File: config.mk
export PLATFORM = sky130hd
export DESIGN_NAME = char_shift_display
export DESIGN_NICKNAME = d
export VERILOG_FILES = /design/src/rtl/char_shift_display.sv
export SDC_FILE = /design/constraint.sdc
export NUM_CORES = 1
export LEC_CHECK = 0
export ABC_CLOCK_PERIOD_IN_PS = 4600
export CAP_MARGIN = 20
export CELL_PAD_IN_SITES_DETAIL_PLACEMENT = 0
export CELL_PAD_IN_SITES_GLOBAL_PLACEMENT = 1
export CORE_ASPECT_RATIO = 1.2
export CORE_MARGIN = 8
export CORE_UTILIZATION = 51
export CTS_CLUSTER_DIAMETER = 60
export CTS_CLUSTER_SIZE = 28
export DETAILED_ROUTE_END_ITERATION = 8
export PLACE_DENSITY_LB_ADDON = 0.1
export SLEW_MARGIN = 15
export SYNTH_ARGS = -nofsm -noshare
export SYNTH_HDL_FRONTEND = slang
export SYNTH_SLANG_ARGS = --single-unit
export TNS_END_PERCENT = 30
File: constraint.sdc
create_clock -name CLK100MHZ -period 4.6 [get_ports CLK100MHZ]
set_clock_uncertainty 0.15 [all_clocks]
set_input_delay 1.15 -clock CLK100MHZ [delete_from_list [all_inputs] [get_ports CLK100MHZ]]
set_output_delay 1.15 -clock CLK100MHZ [all_outputs]
set_load 0.1 [all_outputs]
File: src/rtl/char_shift_display.sv
// rtl/char_shift_display.sv - multiplexed seven-segment character scroller
//
// Holds a writable CHARS-long message of 3-bit character codes and shows a
// DIGITS-wide window of it on a time-multiplexed common-anode display.
// The window rotates once every TICK_DIV enabled clocks.
//
// Ports:
//   CLK100MHZ  system clock
//   RST        asynchronous active-high reset
//   EN         1 = scroll runs, 0 = pause (scanning continues)
//   DIR        0 = shift left (offset+1), 1 = shift right (offset-1)
//   MSG_WE     message write strobe
//   MSG_ADDR   message index to write (indices >= CHARS ignored)
//   MSG_DATA   character code to write
//   HEX0       active-low segments, HEX0[0]=a .. HEX0[6]=g (registered)
//   AN         active-low digit enables, AN[0] = rightmost (registered)
//   LEDR       current window offset
module char_shift_display #(
  parameter int DIGITS      = 8,
  parameter int CHARS       = 8,
  parameter int TICK_DIV    = 100000000,
  parameter int REFRESH_DIV = 100000,
  localparam int AW = (CHARS > 1) ? $clog2(CHARS) : 1
) (
  input  logic              CLK100MHZ,
  input  logic              RST,
  input  logic              EN,
  input  logic              DIR,
  input  logic              MSG_WE,
  input  logic [AW-1:0]     MSG_ADDR,
  input  logic [2:0]        MSG_DATA,
  output logic [0:6]        HEX0,
  output logic [DIGITS-1:0] AN,
  output logic [AW-1:0]     LEDR
);

  localparam int TW = $clog2(TICK_DIV);
  localparam int RW = (REFRESH_DIV > 1) ? $clog2(REFRESH_DIV) : 1;
  localparam int SW = (DIGITS > 1) ? $clog2(DIGITS) : 1;

  logic [2:0]    msg [CHARS];
  logic [AW-1:0] offset;
  logic [TW-1:0] tick_cnt;
  logic [RW-1:0] ref_cnt;
  logic [SW-1:0] scan_idx;
  logic          tick;
  logic          ref_wrap;
  logic [5:0]    idx_sum;
  logic [AW-1:0] win_idx;

  // Segment patterns, bit 6 = a .. bit 0 = g, active low.
  function automatic logic [6:0] seg_of(input logic [2:0] code);
    case (code)
      3'd0:    seg_of = 7'b1001000; // H
      3'd1:    seg_of = 7'b0110000; // E
      3'd2:    seg_of = 7'b1110001; // L
      3'd3:    seg_of = 7'b0000001; // O
      3'd4:    seg_of = 7'b1000010; // d
      3'd5:    seg_of = 7'b1001111; // 1
      3'd6:    seg_of = 7'b0010010; // 2
      default: seg_of = 7'b1111111; // blank
    endcase
  endfunction

  // Power-on message "HELLO" followed by blanks.
  function automatic logic [2:0] reset_char(input int i);
    case (i)
      0:       reset_char = 3'd0;
      1:       reset_char = 3'd1;
      2, 3:    reset_char = 3'd2;
      4:       reset_char = 3'd3;
      default: reset_char = 3'd7;
    endcase
  endfunction

  assign tick     = EN && (tick_cnt == TW'(TICK_DIV - 1));
  assign ref_wrap = (ref_cnt == RW'(REFRESH_DIV - 1));
  assign LEDR     = offset;

  // Character under the currently scanned digit. The sum never exceeds
  // 2*CHARS-1, so one conditional subtract gives the modulo.
  always_comb begin
    idx_sum = 6'(offset) + 6'(DIGITS - 1) - 6'(scan_idx);
    if (idx_sum >= 6'(CHARS)) begin
      idx_sum = idx_sum - 6'(CHARS);
    end
    win_idx = idx_sum[AW-1:0];
  end

  always_ff @(posedge CLK100MHZ or posedge RST) begin
    if (RST) begin
      offset   <= '0;
      tick_cnt <= '0;
      ref_cnt  <= '0;
      scan_idx <= '0;
      AN       <= '1;
      HEX0     <= 7'b1111111;
      for (int i = 0; i < CHARS; i++) begin
        msg[i] <= reset_char(i);
      end
    end else begin
      // Outputs use pre-edge state: one cycle of latency by design.
      AN   <= ~(DIGITS'(1) << scan_idx);
      HEX0 <= seg_of(msg[win_idx]);

      if (EN) begin
        tick_cnt <= tick ? '0 : tick_cnt + 1'b1;
      end

      if (tick) begin
        if (DIR) begin
          offset <= (offset == '0) ? AW'(CHARS - 1) : offset - 1'b1;
        end else begin
          offset <= (offset == AW'(CHARS - 1)) ? '0 : offset + 1'b1;
        end
      end

      if (ref_wrap) begin
        ref_cnt  <= '0;
        scan_idx <= (scan_idx == SW'(DIGITS - 1)) ? '0 : scan_idx + 1'b1;
      end else begin
        ref_cnt <= ref_cnt + 1'b1;
      end

      if (MSG_WE && (int'(MSG_ADDR) < CHARS)) begin
        msg[MSG_ADDR] <= MSG_DATA;
      end
    end
  end

endmodule

# --- Word level (Yosys, flattened, before mapping) ---
# Index checks and enable logic that the tools add are counted.
totals:
  ff_bits: 89
  ram_bits: 0
  mem_count: 0
  output_inout_bits: 18
  latch_bits: 0
  mem_bits_ro: 0
  in_bits: 11
  elab_cells: 58
classes:
  muxes: 14
  n_addsub: 8
  reduce_logical: 4
  bitwise_logic: 3
  n_mul: 0
  magnitude_cmp: 4
  n_eq_ne: 10
  div: 0
  shift: 1
ops:
  columns: ["cell", "count"]
  rows:
  - ["7-bit case mux with 7 select lines", 1]
  - ["27-bit by 1-bit adder with 27-bit output, second input constant", 1]
  - ["27-bit equality test, second input constant", 1]
  - ["27-bit two-way mux", 1]
  - ["24-bit bitwise mux", 1]
  - ["3-bit two-way mux", 8]
  - ["17-bit by 1-bit adder with 17-bit output, second input constant", 1]
  - ["17-bit equality test, second input constant", 1]
  - ["17-bit two-way mux", 1]
  - ["3-bit equality test, second input constant", 5]
  - ["3-bit binary-select mux with 3-bit select", 1]
  - ["3-bit demux with 3-bit select", 1]
  - ["4-bit >= comparator, second input constant", 2]
  - ["3-bit NOT with 4-bit output", 2]
  - ["8-bit NOT", 1]
  - ["1-bit by 3-bit left shift with 8-bit output, first input constant", 1]
  - ["3-bit by 1-bit adder with 3-bit output, second input constant", 2]
  - ["3-bit by 2-bit equality test with 1-bit output, second input constant", 2]
  - ["6-bit by 4-bit >= comparator with 1-bit output, second input constant", 1]
  - ["3-bit logical NOT", 2]
  - ["3-bit by 1-bit subtractor with 3-bit output, second input constant", 2]
  - ["4-bit by 3-bit subtractor with 5-bit output", 1]
  - ["3-bit by 3-bit adder with 4-bit output, second input constant", 1]
  - ["4-bit by 1-bit less-than comparator with 1-bit output, second input constant", 1]
  - ["other kinds (2)", 3]

# --- Logic depth before layout (Yosys ltp) ---
# Gate-level depths: netlist of the first run.
logic_depth:
  depth_word: 10
  ltp_mapped: 9
  mapped_depth_nobuf: 9

# --- Worst setup path after synthesis of the first run ---
# Ideal clock, no wire load.
synth_timing:
  path_kind: "register to register"
  start: "register offset[0], in the netlist LEDR[0]"
  end: "register HEX0[2] (netlist bit)"
  period_less_slack_ns: 2.919
  path_slack_ns: 1.681
  setup_ns: 0.075
  required_ns: 4.375
  arrival_ns: 2.694
  path_stages_with_launch: 9
  n_path_buf: 0
  cell_sequence: "dfrtp_1 -> ha_1 -> fa_1 -> xor2_1 -> xnor2_2 -> mux2i_4 -> inv_2 -> nor2_1 -> xnor2_1"
synth_via:
  elab_chain_len: 10
  word_cells_on_any_way: 17
  cone_classes: "3 x add/sub; 1 x order compare; 6 x eq/ne; 5 x mux; 1 x bitwise; 1 x reduce/logical"
synth_rtl:
  columns: ["element", "line_no", "text"]
  rows:
  - ["from (decl)", "42", "logic [AW-1:0] offset;"]
  - ["from (signal assigned)", "112", "offset <= (offset == '0) ? AW'(CHARS - 1) : offset - 1'b1;"]
  - ["from (signal assigned)", "114", "offset <= (offset == AW'(CHARS - 1)) ? '0 : offset + 1'b1;"]
  - ["3-bit by 3-bit adder with 4-bit output *", "83", "idx_sum = 6'(offset) + 6'(DIGITS - 1) - 6'(scan_idx);"]
  - ["4-bit by 3-bit subtractor with 5-bit output *", "83", null]
  - ["6-bit by 4-bit >= comparator with 1-bit output / 3-bit by 1-bit subtractor with 3-bit output (equally long branches)", "84, 85", null]
  - ["3-bit two-way mux *", "84", "if (idx_sum >= 6'(CHARS)) begin"]
  - ["3-bit NOT with 4-bit output (not written as such) *", "104", "HEX0 <= seg_of(msg[win_idx]);"]
  - ["3-bit binary-select mux with 3-bit select *", "104", null]
  - ["3-bit two-way mux (not written as such) * (2 in a row)", "104", null]
  - ["3-bit equality test, or another cell as far along", "53", "case (code)"]
  - ["7-bit case mux with 7 select lines *", "53", null]
  - ["to (signal assigned)", "104", null]
  - ["to (decl)", "32", "output logic [0:6] HEX0,"]
# Mark *: on every way between the ends. The rest lies on a longest branch, timed or not. The select of a mux whose other input is x is not followed.
# A chain may end at the register's enable or synchronous reset.

# --- Final worst setup path of the first run ---
layout_timing:
  start: "register offset[2], in the netlist LEDR[2]"
  end: "output port LEDR[2]"
layout_rtl:
  columns: ["element", "line_no", "text"]
  rows:
  - ["to (decl)", "34", "output logic [AW-1:0] LEDR"]
# No word-level cell between the ends.

==> impl_metrics.csv, run 1 <==
group,metric,value,unit
status,status,"finished clean",
setup_path,r2r_slack,1.91,ns
routing,vias,2590,
synth,yosys-top-cells-count,"dfrtp_1 (60), nor2_1 (33), dfstp_2 (29)",
floorplan,rows,36,
global_route,grt_util_all_layers,14.2,%
synth,synth.avg_cell_area,12.0,sq um
setup_path,cp.arrival,2.09,ns
clocking,clk_path_buf_depth,2,
clocking,cts_setup_buffers,0,
setup_path,path_cells,"clkdlybuf4s50_1",
clocking,cts_root_buffer,"clkbuf_8",
setup_path,cp-start-kind,"flop",
sta,hold_viol,0,
synth,synth_top_cell_area_share,35.9,%
sta,tns,0,ns
final_layout,n_antenna_cell,0,
clocking,holdBufCountCts,0,
routing,viasPerCell,5.33,
floorplan,io_pins,29,
sta,setup_viol,0,
floorplan,core,8060,sq um
routing,drtPass1Iterations,4,
routing,drt-wirelength-per-cell,15.1,um
final_layout,design_area,4780,sq um
setup_path,r2r_start,"scan_idx[0]",
sta,hold_ws,0.327,ns
routing,drc,0,
global_route,grt_max_degree,52,
routing,drt-total-wl,7320,um
synth,synth_area_leaders,"dfrtp_1 (36%), dfstp_2 (18%), mux2_2 (6.5%)",
clocking,cts_tree,"yes",
global_route,antenna_found_initial,0,
setup_path,crit_end,"LEDR[2]",
sta,worstMarginPinSlew,0.974,ns
flow_run,maxCapViolCount,0,
sta,rsz0062_at_grt,"false",
placement,dpl-instance-area,4580,sq um
floorplan,start_util,51.9,%
sta,max_freq,0.295,GHz
synth,synth_warnings,0,
setup_path,end_kind,"primary output",
placement,place_ws,1.31,ns
final_layout,syn2layout_area_growth,14.3,%
setup_path,rr_worst_depth,8,
setup_path,crit_path_start,"LEDR[2]",
power,vdd_drop_max,0.000192,V
power,p_leak,2.04,nW
floorplan,fp.dieW,98.7,um
synth,yosysSeqAreaShare,54.1,%
synth,synth_edf_count,0,
setup_path,cp_max_fo,6,
setup_path,cp_top_family,"buffers and inverters",
placement,port_buffers,28,
synth,netlist_area,4190,sq um
setup_path,max_stage_delay,1.20,ns
sta,setup_slack,1.21,ns
global_route,grt_pass1_wl,12900,um
placement,gp_congestion,0.777,
synth,yosysTopAreaCell,"dfrtp_1",
final_layout,layout-drive-gt1-share,22.5,%
clocking,cts_inserted_buffers,9,
setup_path,critPathRequiredTime,3.30,ns
setup_path,r2r-end,"HEX0[2]",
synth,synth_most_common_cell,"dfrtp_1",
floorplan,dieArea,11400,sq um
floorplan,die_y,115,um
routing,ant_nets,0,
setup_path,worstSetupPathType,"flop to primary output",
clocking,cts.sinks,89,
setup_path,crit_buf_inv,1,
sta,slew_viol_final,0,
setup_path,cp_num_cells,1,
routing,drt_iter0_drc,166,
sta,relSlewSlack,34.9,%
clocking,cts_max_level,3,
global_route,grt_pass1_vias,2738,
power,power_density,390,nW/um^2
clocking,cts_resized,0,
sta,fin_crit_sh,73.6,%
synth,ys_types,43,
synth,synthCells,349,
synth,synth_seq_cells,89,
synth,syn_nets,374,
placement,post-dp-hpwl,5160,um
power,finalPower,1.87,mW
synth,ys_async_sr_fraction,100,%
sta,layout_min_cycle_time,3.39,ns
hold_path,holdCritPathClass,"flop to flop",
clocking,clk_latency,0.35,ns
clocking,clk_pin_slew,0.08,ns
setup_path,cpMaxStageDelayCell,"clkdlybuf4s50_1",
global_route,gr-total-overflow,0,
synth,ys.flop_type,"dfrtp_1",
final_layout,nets,411,
## where the power goes
part | internal [mW] | total, mW | switching (mW)
Combinational | 0.129 | 0.368 | 0.239
Sequential | 0.902 | 0.951 | 0.0484
Clock | 0.281 | 0.547 | 0.266
## per-stage QoR
stage,util (%),std cells
5_1_grt,59.3,486
3_3_place_gp,56.8,470
2_1_floorplan,-,349
3_5_place_dp,56.8,470
6_report,59.3,486
4_1_cts,59.3,486
## per-layer routing
metal,track usage [%],wire [um],vias up,part of all wire (%)
li1,-,-,1289,-
met2,23.4,3580,34,49
met5,0,0,-,0
met3,3.39,265,8,3.6
met1,17.4,3370,1259,46
met4,6.15,102,0,1.4
## how the worst min path moves through the flow
stage                startpoint           to  slack [ns]  cells past startpoint
CTS                 ref_cnt[14]  ref_cnt[14]        0.33                      1
finish              ref_cnt[14]  ref_cnt[14]        0.33                      1
global placement     ref_cnt[4]   ref_cnt[4]        0.31                      1
floorplan            ref_cnt[4]   ref_cnt[4]        0.30                      1
global route        ref_cnt[14]  ref_cnt[14]        0.36                      1
detailed placement  ref_cnt[14]  ref_cnt[14]        0.32                      1
## layout make-up
cell class | count | area, sq um
Fill cell | 676 | 3280
Sequential cell | 89 | 2260
Multi-Input combinational cell | 241 | 1830
Timing Repair Buffer | 32 | 310
Clock buffer | 12 | 155
Tap cell | 95 | 119
Clock inverter | 4 | 51.3
Inverter | 13 | 50.0
## placed cells by master (no fill, tap or decap), drive strengths merged, types with 3 or more instances in the layout
master and n:
a21oi 4, and3 9, and4 3, buf 4
clkbuf 12, clkdlybuf4s50 28, clkinv 3, dfrtp 60
dfstp 29, ha 13, inv 12, mux2 24
mux2i 5, mux4 6, nand2 24, nand2b 5
nand3 19, nand4 12, nand4b 4, nor2 33
nor3 8, nor3b 3, nor4 3, o21ai 9
or3 3, xnor2 21, xor2 21
## registers in the layout, indices dropped and copies added (netlist names)
name,flops
ref_cnt,17
tick_cnt,27
HEX0,7
msg,24
scan_idx,3
AN,8
LEDR,3
## logic make-up after synthesis
group                    count (synthesis)  synth area share [%]
AO/OA/AOI/OAI                           19                  2.75
XOR/XNOR                                42                  8.97
adder cells (fa/ha/maj)                 14                  4.36
buffers and inverters                   19                  2.09
flip-flops                              89                  54.1
multiplexers                            35                  11.4
AND/OR/NAND/NOR                        131                  16.4
No activity file was read; power rests on OpenSTA's default activity.
==> inputs of run 2 (changes only) <==
Settings changed: ABC_CLOCK_PERIOD_IN_PS 4600 to 2900, CORE_UTILIZATION 51 to 43.
Clock period 4.6 ns to 2.9 ns, I/O delays scaled along.
==> impl_metrics.csv, run 2 (synthesis gave the netlist of run 1 again) <==
group,metric,value,unit
sta,setup_viol,0,
global_route,antenna_found_initial,0,
clocking,cts.sinks,89,
setup_path,path_cells,"inv_1, ha_1, fa_1, mux4_2, mux2i_2, nor3b_1, nor2_1",
floorplan,dieArea,13200,sq um
flow_run,maxCapViolCount,0,
setup_path,cp-start-kind,"flop",
clocking,clk_pin_slew,0.06,ns
floorplan,rows,39,
routing,viasPerCell,5.09,
placement,gp_congestion,0.698,
final_layout,n_antenna_cell,0,
routing,ant_nets,0,
clocking,clk_path_buf_depth,2,
floorplan,core,9520,sq um
global_route,grt_util_all_layers,12.6,%
setup_path,max_stage_delay,0.67,ns
final_layout,layout_commonest_cell,"dfrtp_1",
clocking,cts_root_buffer,"clkbuf_16",
sta,max_freq,0.382,GHz
final_layout,layout-drive-gt1-share,28.1,%
setup_path,crit_buf_inv,1,
setup_path,cp.arrival,2.73,ns
floorplan,start_util,44.0,%
placement,port_buffers,28,
global_route,grt_pass1_vias,2718,
clocking,cts_max_level,3,
final_layout,utilization,51.6,%
final_layout,n_fill_cell,883,
final_layout,layout_common_cells,"dfrtp_1 (60), nor2_1 (33), dfstp_2 (29)",
sta,layout_min_cycle_time,2.62,ns
sta,hold_viol,0,
global_route,gr-total-overflow,0,
status,status,"finished clean",
power,p_leak,2.13,nW
sta,fin_crit_sh,90.3,%
placement,post-dp-hpwl,5440,um
routing,drtPass1Iterations,4,
setup_path,cp_top_family,"adder cells",
final_layout,largest_registers,"tick_cnt (27), msg (24), ref_cnt (17)",
setup_path,critPathRequiredTime,3.01,ns
setup_path,worstSetupPathType,"flop to flop",
clocking,cts_resized,0,
sta,worstMarginPinSlew,0.538,ns
setup_path,cpMaxStageDelayCell,"fa_1",
clocking,cts_inserted_buffers,9,
routing,drt-total-wl,7670,um
final_layout,multi_input_area,1830,sq um
final_layout,largest_register_ffs,27,
routing,drt-wirelength-per-cell,14.7,um
global_route,grt_pass1_wl,13200,um
routing,vias,2651,
global_route,grt_max_degree,90,
final_layout,nets,418,
sta,slew_viol_final,0,
floorplan,io_pins,29,
sta,relSlewSlack,63.9,%
hold_path,holdCritPathClass,"flop to flop",
routing,drc,0,
final_layout,seqCellArea,2260,sq um
floorplan,die_y,124,um
power,power_density,642,nW/um^2
sta,rsz0062_at_grt,"false",
final_layout,syn2layout_area_growth,17.3,%
clocking,holdBufCountCts,0,
final_layout,regMostFlops,"tick_cnt",
clocking,clk_latency,0.33,ns
floorplan,fp.dieW,106,um
setup_path,end_kind,"flop",
power,vdd_drop_max,0.000288,V
clocking,cts_tree,"yes",
clocking,cts_setup_buffers,0,
setup_path,cp_max_fo,8,
routing,drt_iter0_drc,75,
final_layout,design_area,4910,sq um
placement,dpl-instance-area,4630,sq um
==> run 2: cell types whose count changed in the layout (fill, tap and decap cells not counted) <==
cell / change
buf_4: +24
clkbuf_8: -9
buf_12: +1
bufinv_16: -1
clkbuf_16: +9
clkdlybuf4s50_1: -18
clkinv_2: +1
clkbuf_1: +1
clkinv_4: -1
==> run 2: cell type report <==
type	instances	area share, %
multi-input cells	241	37.4
clock inverters	3	0.306
repair buffers	39	6.73
well taps	123	3.13
clock buffers	13	5.30
inverters	13	1.07
flip-flops and latches	89	46.1
==> run 2: per-layer routing <==
layer	share of wire (%)	GRT usage (%)	wire [um]	up-vias
met5	0	0	0	-
met4	1.3	4.76	99	0
met3	4.1	3.93	318	9
met2	50	21.2	3800	30
met1	45	14.9	3450	1307
li1	-	-	-	1305
==> run 2: final timing paths <==
kind / end / slack (ns) / start / depth (start not counted)
max: HEX0[0] / 0.28 / scan_idx[0] / 7
min: ref_cnt[0] / 0.34 / ref_cnt[0] / 1
max reg2reg: HEX0[0] / 0.28 / scan_idx[0] / 7
min reg2reg: ref_cnt[0] / 0.34 / ref_cnt[0] / 1
max in group asynchronous: AN[5] / 1.49 / RST / 3
min in group asynchronous: tick_cnt[2] / 0.71 / RST / 3
==> run 2: power breakdown <==
part | switching [mW] | internal (mW) | total (mW)
Sequential | 0.0787 | 1.43 | 1.51
Clock | 0.440 | 0.623 | 1.06
Combinational | 0.380 | 0.199 | 0.579
==> run 2: through the flow <==
step,setup slack (ns),power [mW],hold slack [ns],TNS (ns),instances
finish,0.282,3.15,0.336,0,521
global route,0.0892,3.31,0.352,0,521
CTS,0.256,3.21,0.337,0,521
detailed placement,0.262,2.12,0.326,0,505
global placement,0.304,2.11,0.318,0,505
floorplan,-0.0192,1.98,0.296,-0.0244,349
==> inputs of run 3 (changes only) <==
Settings changed: CTS_CLUSTER_SIZE 28 to 14.
==> results of run 3 <==
Same layout as run 2: the final DEF is identical, and so are final timing and power.
